--- config.mk ---
export PLATFORM = sky130hd
export DESIGN_NAME = demux_1_to_2_flat
export DESIGN_NICKNAME = d
export VERILOG_FILES = /design/src/rtl/demux_pkg.sv /design/src/rtl/demux_1_to_2_if.sv /design/src/rtl/demux_out_reg.sv /design/src/rtl/demux_1_to_2.sv /design/src/flat_wrapper.sv
export SDC_FILE = /design/constraint.sdc
export NUM_CORES = 1
export LEC_CHECK = 0
export CAP_MARGIN = 20
export CORE_MARGIN = 10
export CORE_UTILIZATION = 38
export CTS_CLUSTER_SIZE = 40
export DETAILED_ROUTE_END_ITERATION = 6
export GPL_ROUTABILITY_DRIVEN = 0
export HOLD_SLACK_MARGIN = 0.03
export PLACE_DENSITY = 0.64
export SYNTH_ARGS = -nofsm -noshare
export SYNTH_HDL_FRONTEND = slang
export SYNTH_SLANG_ARGS = --single-unit
export TNS_END_PERCENT = 50
--- constraint.sdc ---
create_clock -name clk -period 2.63 [get_ports clk]
set_clock_uncertainty 0.2 [all_clocks]
set_input_delay 0.526 -clock clk [delete_from_list [all_inputs] [get_ports clk]]
set_output_delay 0.526 -clock clk [all_outputs]
set_load 0.01 [all_outputs]
--- src/rtl/demux_pkg.sv ---
`default_nettype none
// ============================================================================
// Module      : demux_pkg
// Description : Shared FSM encoding, default width and route helper for the
//               packet-aware 1-to-2 stream demultiplexer.
// Revision    : 1.0 - initial release
// ============================================================================
package demux_pkg;

    localparam int C_DEFAULT_WIDTH = 8;

    localparam logic [1:0] IDLE   = 2'd0;
    localparam logic [1:0] ROUTE0 = 2'd1;
    localparam logic [1:0] ROUTE1 = 2'd2;

    typedef enum logic [1:0] {
        ST_IDLE   = IDLE,
        ST_ROUTE0 = ROUTE0,
        ST_ROUTE1 = ROUTE1
    } state_t;

    // Only the first beat of a packet looks at sel; afterwards the state owns it.
    function automatic logic route_of(input state_t state, input logic sel);
        logic route;
        unique case (state)
            ST_ROUTE0: route = 1'b0;
            ST_ROUTE1: route = 1'b1;
            default:   route = sel;
        endcase
        return route;
    endfunction

endpackage : demux_pkg
`default_nettype wire

--- src/rtl/demux_1_to_2_if.sv ---
`default_nettype none
// ============================================================================
// Module      : demux_1_to_2_if
// Description : Stream-in / two-stream-out bundle with debug packet counters.
// Revision    : 1.0 - initial release
// ============================================================================
interface demux_1_to_2_if #(
    parameter int WIDTH = demux_pkg::C_DEFAULT_WIDTH
);
    logic             sel;
    logic [WIDTH-1:0] in_data;
    logic             in_last;
    logic             in_valid;
    logic             in_ready;

    logic [WIDTH-1:0] out0_data;
    logic             out0_last;
    logic             out0_valid;
    logic             out0_ready;

    logic [WIDTH-1:0] out1_data;
    logic             out1_last;
    logic             out1_valid;
    logic             out1_ready;

    logic [7:0]       pkt_cnt0;
    logic [7:0]       pkt_cnt1;

    modport master (
        output sel, in_data, in_last, in_valid, out0_ready, out1_ready,
        input  in_ready,
        input  out0_data, out0_last, out0_valid,
        input  out1_data, out1_last, out1_valid,
        input  pkt_cnt0, pkt_cnt1
    );

    modport slave (
        input  sel, in_data, in_last, in_valid, out0_ready, out1_ready,
        output in_ready,
        output out0_data, out0_last, out0_valid,
        output out1_data, out1_last, out1_valid,
        output pkt_cnt0, pkt_cnt1
    );

endinterface : demux_1_to_2_if
`default_nettype wire

--- src/rtl/demux_out_reg.sv ---
`default_nettype none
// ============================================================================
// Module      : demux_out_reg
// Description : One-entry output register with load/drain control and an
//               8-bit delivered-packet counter.
// Revision    : 1.0 - initial release
// ============================================================================
module demux_out_reg #(
    parameter int WIDTH = demux_pkg::C_DEFAULT_WIDTH
) (
    input  wire logic             clk,
    input  wire logic             rst,
    input  wire logic             i_load,
    input  wire logic [WIDTH-1:0] i_data,
    input  wire logic             i_last,
    input  wire logic             i_ready,
    output logic      [WIDTH-1:0] o_data,
    output logic                  o_last,
    output logic                  o_valid,
    output logic      [7:0]       o_pkt_cnt
);

    logic [WIDTH-1:0] r_data;
    logic             r_last;
    logic             r_valid;
    logic [7:0]       r_pkt_cnt;
    logic             w_drain;

    assign w_drain = r_valid & i_ready;

    // A load in the same cycle as a drain refills the slot without a bubble.
    always_ff @(posedge clk) begin
        if (rst) begin
            r_data  <= '0;
            r_last  <= 1'b0;
            r_valid <= 1'b0;
        end else if (i_load) begin
            r_data  <= i_data;
            r_last  <= i_last;
            r_valid <= 1'b1;
        end else if (w_drain) begin
            r_valid <= 1'b0;
        end
    end

    always_ff @(posedge clk) begin
        if (rst) begin
            r_pkt_cnt <= 8'd0;
        end else if (w_drain && r_last) begin
            r_pkt_cnt <= r_pkt_cnt + 8'd1;
        end
    end

    assign o_data    = r_data;
    assign o_last    = r_last;
    assign o_valid   = r_valid;
    assign o_pkt_cnt = r_pkt_cnt;

endmodule : demux_out_reg
`default_nettype wire

--- src/rtl/demux_1_to_2.sv ---
`default_nettype none
// ============================================================================
// Module      : demux_1_to_2
// Description : Packet-aware 1-to-2 stream demultiplexer; the route is latched
//               on a packet's first beat and held until its last beat.
// Revision    : 1.0 - initial release
// ============================================================================
module demux_1_to_2
    import demux_pkg::*;
#(
    parameter int WIDTH = C_DEFAULT_WIDTH
) (
    input  wire logic       clk,
    input  wire logic       rst,
    demux_1_to_2_if.slave   bus
);

    state_t r_state;
    state_t w_state_next;
    logic   w_route;
    logic   w_in_ready;
    logic   w_accept;
    logic   w_load0;
    logic   w_load1;

    assign w_route = route_of(r_state, bus.sel);

    // Ready looks only at the routed channel so a stalled idle channel never blocks.
    assign w_in_ready = w_route ? (!bus.out1_valid | bus.out1_ready)
                                : (!bus.out0_valid | bus.out0_ready);
    assign w_accept   = bus.in_valid & w_in_ready;
    assign w_load0    = w_accept & !w_route;
    assign w_load1    = w_accept &  w_route;

    assign bus.in_ready = w_in_ready;

    always_ff @(posedge clk) begin
        if (rst) begin
            r_state <= ST_IDLE;
        end else begin
            r_state <= w_state_next;
        end
    end

    always_comb begin
        w_state_next = r_state;
        if (w_accept) begin
            if (bus.in_last) begin
                w_state_next = ST_IDLE;
            end else begin
                w_state_next = w_route ? ST_ROUTE1 : ST_ROUTE0;
            end
        end
    end

    demux_out_reg #(
        .WIDTH (WIDTH)
    ) u_out0 (
        .clk       (clk),
        .rst       (rst),
        .i_load    (w_load0),
        .i_data    (bus.in_data),
        .i_last    (bus.in_last),
        .i_ready   (bus.out0_ready),
        .o_data    (bus.out0_data),
        .o_last    (bus.out0_last),
        .o_valid   (bus.out0_valid),
        .o_pkt_cnt (bus.pkt_cnt0)
    );

    demux_out_reg #(
        .WIDTH (WIDTH)
    ) u_out1 (
        .clk       (clk),
        .rst       (rst),
        .i_load    (w_load1),
        .i_data    (bus.in_data),
        .i_last    (bus.in_last),
        .i_ready   (bus.out1_ready),
        .o_data    (bus.out1_data),
        .o_last    (bus.out1_last),
        .o_valid   (bus.out1_valid),
        .o_pkt_cnt (bus.pkt_cnt1)
    );

endmodule : demux_1_to_2
`default_nettype wire

--- src/flat_wrapper.sv ---
// flat-port wrapper written by rule: the top's interface ports become plain ports
module demux_1_to_2_flat import demux_pkg::*;
#(
    parameter int WIDTH = C_DEFAULT_WIDTH
)
  (clk, rst, bus_sel, bus_in_data, bus_in_last, bus_in_valid, bus_out0_ready, bus_out1_ready, bus_in_ready, bus_out0_data, bus_out0_last, bus_out0_valid, bus_out1_data, bus_out1_last, bus_out1_valid, bus_pkt_cnt0, bus_pkt_cnt1);
  demux_1_to_2_if #(.WIDTH(WIDTH)) bus_i ();
  input  wire logic clk;
  input  wire logic rst;
  input wire logic [$bits(bus_i.sel)-1:0] bus_sel;
  input wire logic [$bits(bus_i.in_data)-1:0] bus_in_data;
  input wire logic [$bits(bus_i.in_last)-1:0] bus_in_last;
  input wire logic [$bits(bus_i.in_valid)-1:0] bus_in_valid;
  input wire logic [$bits(bus_i.out0_ready)-1:0] bus_out0_ready;
  input wire logic [$bits(bus_i.out1_ready)-1:0] bus_out1_ready;
  output wire logic [$bits(bus_i.in_ready)-1:0] bus_in_ready;
  output wire logic [$bits(bus_i.out0_data)-1:0] bus_out0_data;
  output wire logic [$bits(bus_i.out0_last)-1:0] bus_out0_last;
  output wire logic [$bits(bus_i.out0_valid)-1:0] bus_out0_valid;
  output wire logic [$bits(bus_i.out1_data)-1:0] bus_out1_data;
  output wire logic [$bits(bus_i.out1_last)-1:0] bus_out1_last;
  output wire logic [$bits(bus_i.out1_valid)-1:0] bus_out1_valid;
  output wire logic [$bits(bus_i.pkt_cnt0)-1:0] bus_pkt_cnt0;
  output wire logic [$bits(bus_i.pkt_cnt1)-1:0] bus_pkt_cnt1;
  assign bus_i.sel = bus_sel;
  assign bus_i.in_data = bus_in_data;
  assign bus_i.in_last = bus_in_last;
  assign bus_i.in_valid = bus_in_valid;
  assign bus_i.out0_ready = bus_out0_ready;
  assign bus_i.out1_ready = bus_out1_ready;
  assign bus_in_ready = bus_i.in_ready;
  assign bus_out0_data = bus_i.out0_data;
  assign bus_out0_last = bus_i.out0_last;
  assign bus_out0_valid = bus_i.out0_valid;
  assign bus_out1_data = bus_i.out1_data;
  assign bus_out1_last = bus_i.out1_last;
  assign bus_out1_valid = bus_i.out1_valid;
  assign bus_pkt_cnt0 = bus_i.pkt_cnt0;
  assign bus_pkt_cnt1 = bus_i.pkt_cnt1;
  demux_1_to_2 #(.WIDTH(WIDTH)) u_core (.clk(clk), .rst(rst), .bus(bus_i));
endmodule
==> run metrics, run 1 <==
outcome finished clean; DIE WIDTH between 80 and 90 um; Post-Route WL roughly 4200 um; syn nets 190; # fillers roughly 400; final worst-path setup slack about 200 ps; hold buffers post-CTS 0; Synth Register Bits 38; pin count of the biggest net entering global routing 18; max-slew violations 0; initial antenna violation count 0; dominant synthesized flop cell dfxtp_1; DP HPWL 3240 um; core box area 4320 sq um; EDFF count, synth 0; CTS buffer count 5; global-route wire length before repair 7100 um; total track usage 11.6%; R2R setup slack 600 ps; Root Buffer clkbuf_8; cell count after synthesis 172; max frequency slightly above 400 MHz; TritonCTS Sinks 38; clock latency on the worst-skew pair about 280 ps; # nets final 252; CP arrival 1700 ps; DRT iter0 DRCs 33; site row count 24; n_diodes 0; Final ANT Viol Nets 0; Warnings, synthesis 0; Critical Path End Type output pin; # port buffers between 50 and 60; Mapped Area between 1500 and 2000 sq um; routed vias between 1,000 and 1,500; commonest non-fill, non-tap cell in the layout clkdlybuf4s50_1; CTS tree done; hold_ws 273 ps; Yosys cell types 26; vias in the first global route 1,571; Mean Syn Cell Area 9.84 sq um; final hold vios 0; crit path kind reg -> out; asr flop ratio synth 0%; DR WL/cell 14.8 um; Area Overhead vs Synth 41.5%; DIE AREA 7520 sq um; Critical Path RT about 1900 ps; Peak VDD IR 0.312 mV; Max Buffers Root-to-Sink 2; share of layout cells above drive strength 1 9.87%; clk slew on worst S/H paths about 70 ps; setup TNS 0 ps; unrepaired setup endpoints after global routing false; register area share after synthesis between 40% and 50%; # IOs 52; max_slew headroom around three quarters; Lkg Pwr between 0.9 and 1 nW; Final setup violation count 0; min-delay worst type reg -> reg; pwr/cell area around 490 nW/um^2; Via density 5.08; DRC violations left 0; startpoint class of the critical path flop; Starting Density 39.1%; first-pass iteration count of the detailed router 4; Slew @ Worst Pin 362 ps; CTS H-tree lvls 2; max-capacitance violation count 0; fin util around 55%; DIE HEIGHT just under 90 um; commonest cells after routing, fill and taps aside 50 x clkdlybuf4s50_1, 38 x dfxtp_1, 28 x nand2b_1, 21 x mux2i_1, 13 x a21oi_1; Crit Path Max Fanout 2; fin crit period 2430 ps; Overflow after GRT 0; fin crit share 92.4%; dpl ws just under 80 ps
cell type report:
type,instances,area (sq um),share of cell area (%)
well taps,52,65.1,2.72
clock buffers,6,82.6,3.45
multi-input cells,124,882,36.9
inverters,3,11.3,0.470
flip-flops and latches,38,761,31.8
repair buffers,62,592,24.7
power by group:
group          leakage, nW  internal, mW  switching, mW
Sequential           0.309         0.598         0.0167
Combinational        0.575         0.104         0.0767
Clock               0.0431         0.202          0.186
kinds of logic (layout without fill, tap and decap cells):
| kind of cell | after synthesis | in the layout | synth area share (%) |
|---|---|---|---|
| and+or+nand+nor | 70 | 70 | 25.3 |
| DFF | 38 | 38 | 45.0 |
| AOI/OAI and AO/OA | 26 | 26 | 9.76 |
| muxes | 22 | 22 | 13.3 |
| buffers and inverters | 10 | 71 | 2.88 |
| adders and majority gates | 3 | 3 | 2.22 |
| xor gates and xnor gates | 3 | 3 | 1.55 |
worst max-delay path: stages (launching register included):
cell	delay (ps)
dfxtp_1	310
inv_1	50
ha_1	340
mux2_4	320
nand2_1	80
nand2_1	50
dlygate4sd2_1	280
path summary, 6_finish.rpt:
path                                  end                     from  depth (start not counted)
setup reg to reg  u_core.u_out0.o_data[3]        u_core.r_state[0]                          8
setup / recovery             bus_in_ready        u_core.r_state[0]                          6
hold / removal    u_core.u_out0.o_data[7]  u_core.u_out0.o_data[7]                          2
hold reg to reg   u_core.u_out0.o_data[7]  u_core.u_out0.o_data[7]                          2
routing by layer:
metal / GRT usage (%) / up-vias / wire [um] / share of wire [%]
met5: 0 / - / 0 / 0
li1: - / 731 / - / -
met3: 7.13 / 4 / 471 / 11
met4: 3.83 / 0 / 38 / 0.90
met1: 11.8 / 673 / 1730 / 41
met2: 19.3 / 41 / 1970 / 47
synth_stat cells, types with 2 or more instances:
library cell	n	area share [%]
ha_1	3	2.2
xor2_1	3	1.6
o41ai_2	2	1.9
nand3_1	7	2.1
clkbuf_1	5	1.1
mux2i_1	21	12
or3_1	6	2.2
and3_1	2	0.74
dfxtp_1	38	45
o31ai_1	5	2.2
nand2_1	9	2.0
nand2b_1	28	10
or4_1	5	2.2
inv_1	3	0.67
a21oi_1	13	3.8
o21ai_0	6	1.8
nand4_1	3	1.1
nor2_1	5	1.1
state kept, by name, summed over array words and instances (netlist names):
name	count
u_core.u_out0.o_data	8
u_core.u_out0.o_pkt_cnt	8
u_core.u_out1.o_data	8
u_core.u_out1.o_pkt_cnt	8
u_core.r_state	2
u_core.u_out0.o_last	1
u_core.u_out0.o_valid	1
u_core.u_out1.o_last	1
u_core.u_out1.o_valid	1
timing repair:
item / CTS / global route
buffers inserted: 1 / 0
endpoints found under the setup margin: 1 / 0
endpoints found under the hold margin: 0 / 0
resized for setup: 1 / 0
stage by stage:
step	power (mW)	area (sq um)	instances
6_report	1.18	2390	285
5_1_grt	1.24	2390	285
4_1_cts	1.20	2390	285
3_5_place_dp	0.809	2300	278
3_3_place_gp	0.805	2300	278
2_1_floorplan	0.713	1690	172
(Power assumes the default switching activity.)
==> inputs of run 2 (changes only) <==
- PLACE_DENSITY: 0.64 -> 0.66
- SYNTH_HIERARCHICAL: not set -> 1
==> run metrics, run 2 <==
syn nets 176 (-7.4%); multiplexer share of the synthesized area 14.5% (+1.2 points); min-delay worst type reg -> reg; Area contributors post-synth dfxtp_1 49%, mux2i_1 13%, nor2_1 6.5%; fin util 55.9% (+0.51 points); fin crit period 2500 ps (+66.1 ps); site row count 23 (-4.2%); Multi-input gate area 748 sq um (-15%); final hold vios 0 (unchanged); clock latency on the worst-skew pair 290 ps (about the same); R2R cell count 7 (-1); clk slew on worst S/H paths 70 ps (about the same); P_sw 271 uW (-3.0%); Clk pwr share 31.9% (-0.9 points); compound-gate portion of the synthesized area 8.89% (-0.88 points); # fillers 351 (-11%); top-count cell post-synth dfxtp_1; Synth Area in Simple Gates 20.2% (-5.1 points); Root Buffer clkbuf_8; crit path kind reg -> out; FF+latch area 761 sq um (unchanged); CP arrival 1770 ps (+70 ps); total track usage 12.4% (+0.79 points); n_diodes 0 (unchanged); Slew @ Worst Pin 364 ps (+1.94 ps); CTS tree done; DP HPWL 3200 um (-1.4%); DIE WIDTH 83.8 um (-3.3%); Post-Route WL 4220 um (+0.12%); main combinational cell family by area after synthesis simple AND/OR/NAND/NOR gates; max_slew headroom 75.7% (about the same); internal power 870 uW (-3.8%); max-capacitance violation count 0 (unchanged); Yosys cell types 26 (unchanged); Non-Filler Instances 266 (-6.7%); setup TNS 0 ps (unchanged); Post-Synth Adder-Cell Area 2.42% (+0.20 points); Mapped Area 1550 sq um (-8.4%); Mean Syn Cell Area 9.80 sq um (-0.32%); Final ANT Viol Nets 0 (unchanged); EDFF count, synth 0 (unchanged); Max Buffers Root-to-Sink 2 (unchanged); hold_ws 278 ps (+5.49 ps); CTS H-tree lvls 2 (unchanged); Via density 5.15 (+1.2%); Warnings, synthesis 6 (+6); DRC violations left 0 (unchanged); core box area 3970 sq um (-8.2%); outcome finished clean; max-slew violations 0 (unchanged); Critical Path End Type output pin; fin crit share 94.9% (+2.5 points); unrepaired setup endpoints after global routing false; Post-CTS Setup Bufs 0 (-1); Area Overhead vs Synth 43.2%; Crit Path Max Fanout 2 (unchanged); asr flop ratio synth 0% (unchanged); DIE AREA 7030 sq um (-6.5%); R2R setup slack 550 ps (-50 ps); pin count of the biggest net entering global routing 23 (+5); Yosys top cell by area dfxtp_1; Peak VDD IR 0.288 mV (-7.7%); Lkg Pwr 0.801 nW (-14%); first-pass iteration count of the detailed router 4 (unchanged); commonest cells after routing, fill and taps aside 50 x clkdlybuf4s50_1, 38 x dfxtp_1, 27 x nor2_1, 20 x mux2i_1, 12 x a21oi_1; dominant synthesized flop cell dfxtp_1; DR WL/cell 15.8 um (+7.3%); Logic pwr share 14.3% (-1.0 points); commonest non-fill, non-tap cell in the layout clkdlybuf4s50_1; Sequential Power Share 53.8% (+1.9 points); DIE HEIGHT 83.8 um (-3.3%); routed vias 1,369 (-5.5%); pwr/cell area 514 nW/um^2 (+4.0%); sw frac 23.8% (+0.14 points); share of layout cells above drive strength 1 8.33% (-1.5 points); # port buffers 51 (unchanged); DRT iter0 DRCs 83 (+150%); max frequency 401 MHz (-2.6%); Critical Path RT 1900 ps (about the same); TritonCTS Sinks 38 (unchanged); startpoint class of the critical path flop; cell count after synthesis 158 (-8.1%); Hold Path Depth 2 (unchanged); register area share after synthesis 49.1% (+4.1 points); Overflow after GRT 0 (unchanged); vias in the first global route 1,451 (-7.6%); post-synthesis xor/xnor area fraction 2.26% (+0.71 points); global-route wire length before repair 7220 um (+1.7%); # nets final 234 (-7.1%); Synth Register Bits 38 (unchanged); Post-synth top cells 38 x dfxtp_1, 27 x nor2_1, 20 x mux2i_1; Final setup violation count 0 (unchanged); top-area cell type share of the netlist area 49.1% (+4.1 points); Starting Density 39.0% (-0.12 points); initial antenna violation count 0 (unchanged); # IOs 52 (unchanged); CTS buffer count 5 (unchanged); placed insts 259 (-6.8%)
==> run 2: cell count changes after synthesis, sizes merged, moves of 2 or more <==
cell    delta
buf        +2
nand2      -5
nor2      +22
nand4      +2
clkbuf     -3
nand3      -4
nand2b    -26
==> run 2: final timing paths <==
path | startpoint | to
max | u_core/r_state[0] | bus_in_ready
min reg2reg | u_core/r_state[1] | u_core/r_state[1]
min | u_core/r_state[1] | u_core/r_state[1]
max reg2reg | u_core/r_state[0] | u_core/u_out0/o_data[4]
==> run 2: cell type report <==
type,count,share of cell area (%)
flip-flops and latches,38,34.3
multi-input cells,110,33.7
repair buffers,57,25.0
clock buffers,7,3.44
well taps,50,2.82
inverters,4,0.677
==> run 2: worst max-delay path: stages, from the launching register on <==
cell and delay, ps:
dfxtp_1 310, inv_1 50, ha_1 300, mux2i_2 240, mux2_2 360, clkdlybuf4s15_1 230
==> run 2: cells by family (layout without fill, tap and decap cells) <==
| kind of cell | Yosys count | after routing |
|---|---|---|
| simple gates | 57 | 57 |
| flops | 38 | 38 |
| compound gates | 24 | 24 |
| mux | 22 | 22 |
| buf+inv | 10 | 68 |
| xor+xnor | 4 | 4 |
| fa+ha+maj | 3 | 3 |
==> run 2: power groups by stage <==
stage / logic [mW] / clock network (mW) / registers [mW]
floorplan: 0.0664 / 0 / 0.633
global placement: 0.162 / 0 / 0.625
detailed placement: 0.165 / 0 / 0.626
CTS: 0.165 / 0.385 / 0.613
global route: 0.178 / 0.412 / 0.616
finish: 0.163 / 0.364 / 0.613
==> run 2: through the flow <==
stage	worst slack, ps	total power, mW	cell area (sq um)
6_report	133	1.14	2220
3_5_place_dp	-67.3	0.791	2140
2_1_floorplan	640	0.700	1550
3_3_place_gp	-42.7	0.787	2140
5_1_grt	42.5	1.21	2220
4_1_cts	64.4	1.16	2220
==> run 2: per-layer routing <==
layer | track usage [%] | up-vias | wire, um
li1 | - | 683 | -
met1 | 13.2 | 634 | 1820
met4 | 4.57 | 0 | 48
met2 | 19.4 | 46 | 1910
met3 | 7.81 | 6 | 433
met5 | 0 | - | 0
==> run 2: timing repair <==
action                                  CTS  global route
gates resized for setup                   1             1
hold buffers                              0             0
endpoints found under the setup margin    1             1
==> inputs of run 3 (changes only) <==
- CTS_CLUSTER_SIZE: 40 -> not set
==> results of run 3 <==
The final DEF is identical to that of run 2; final timing and power are the same.
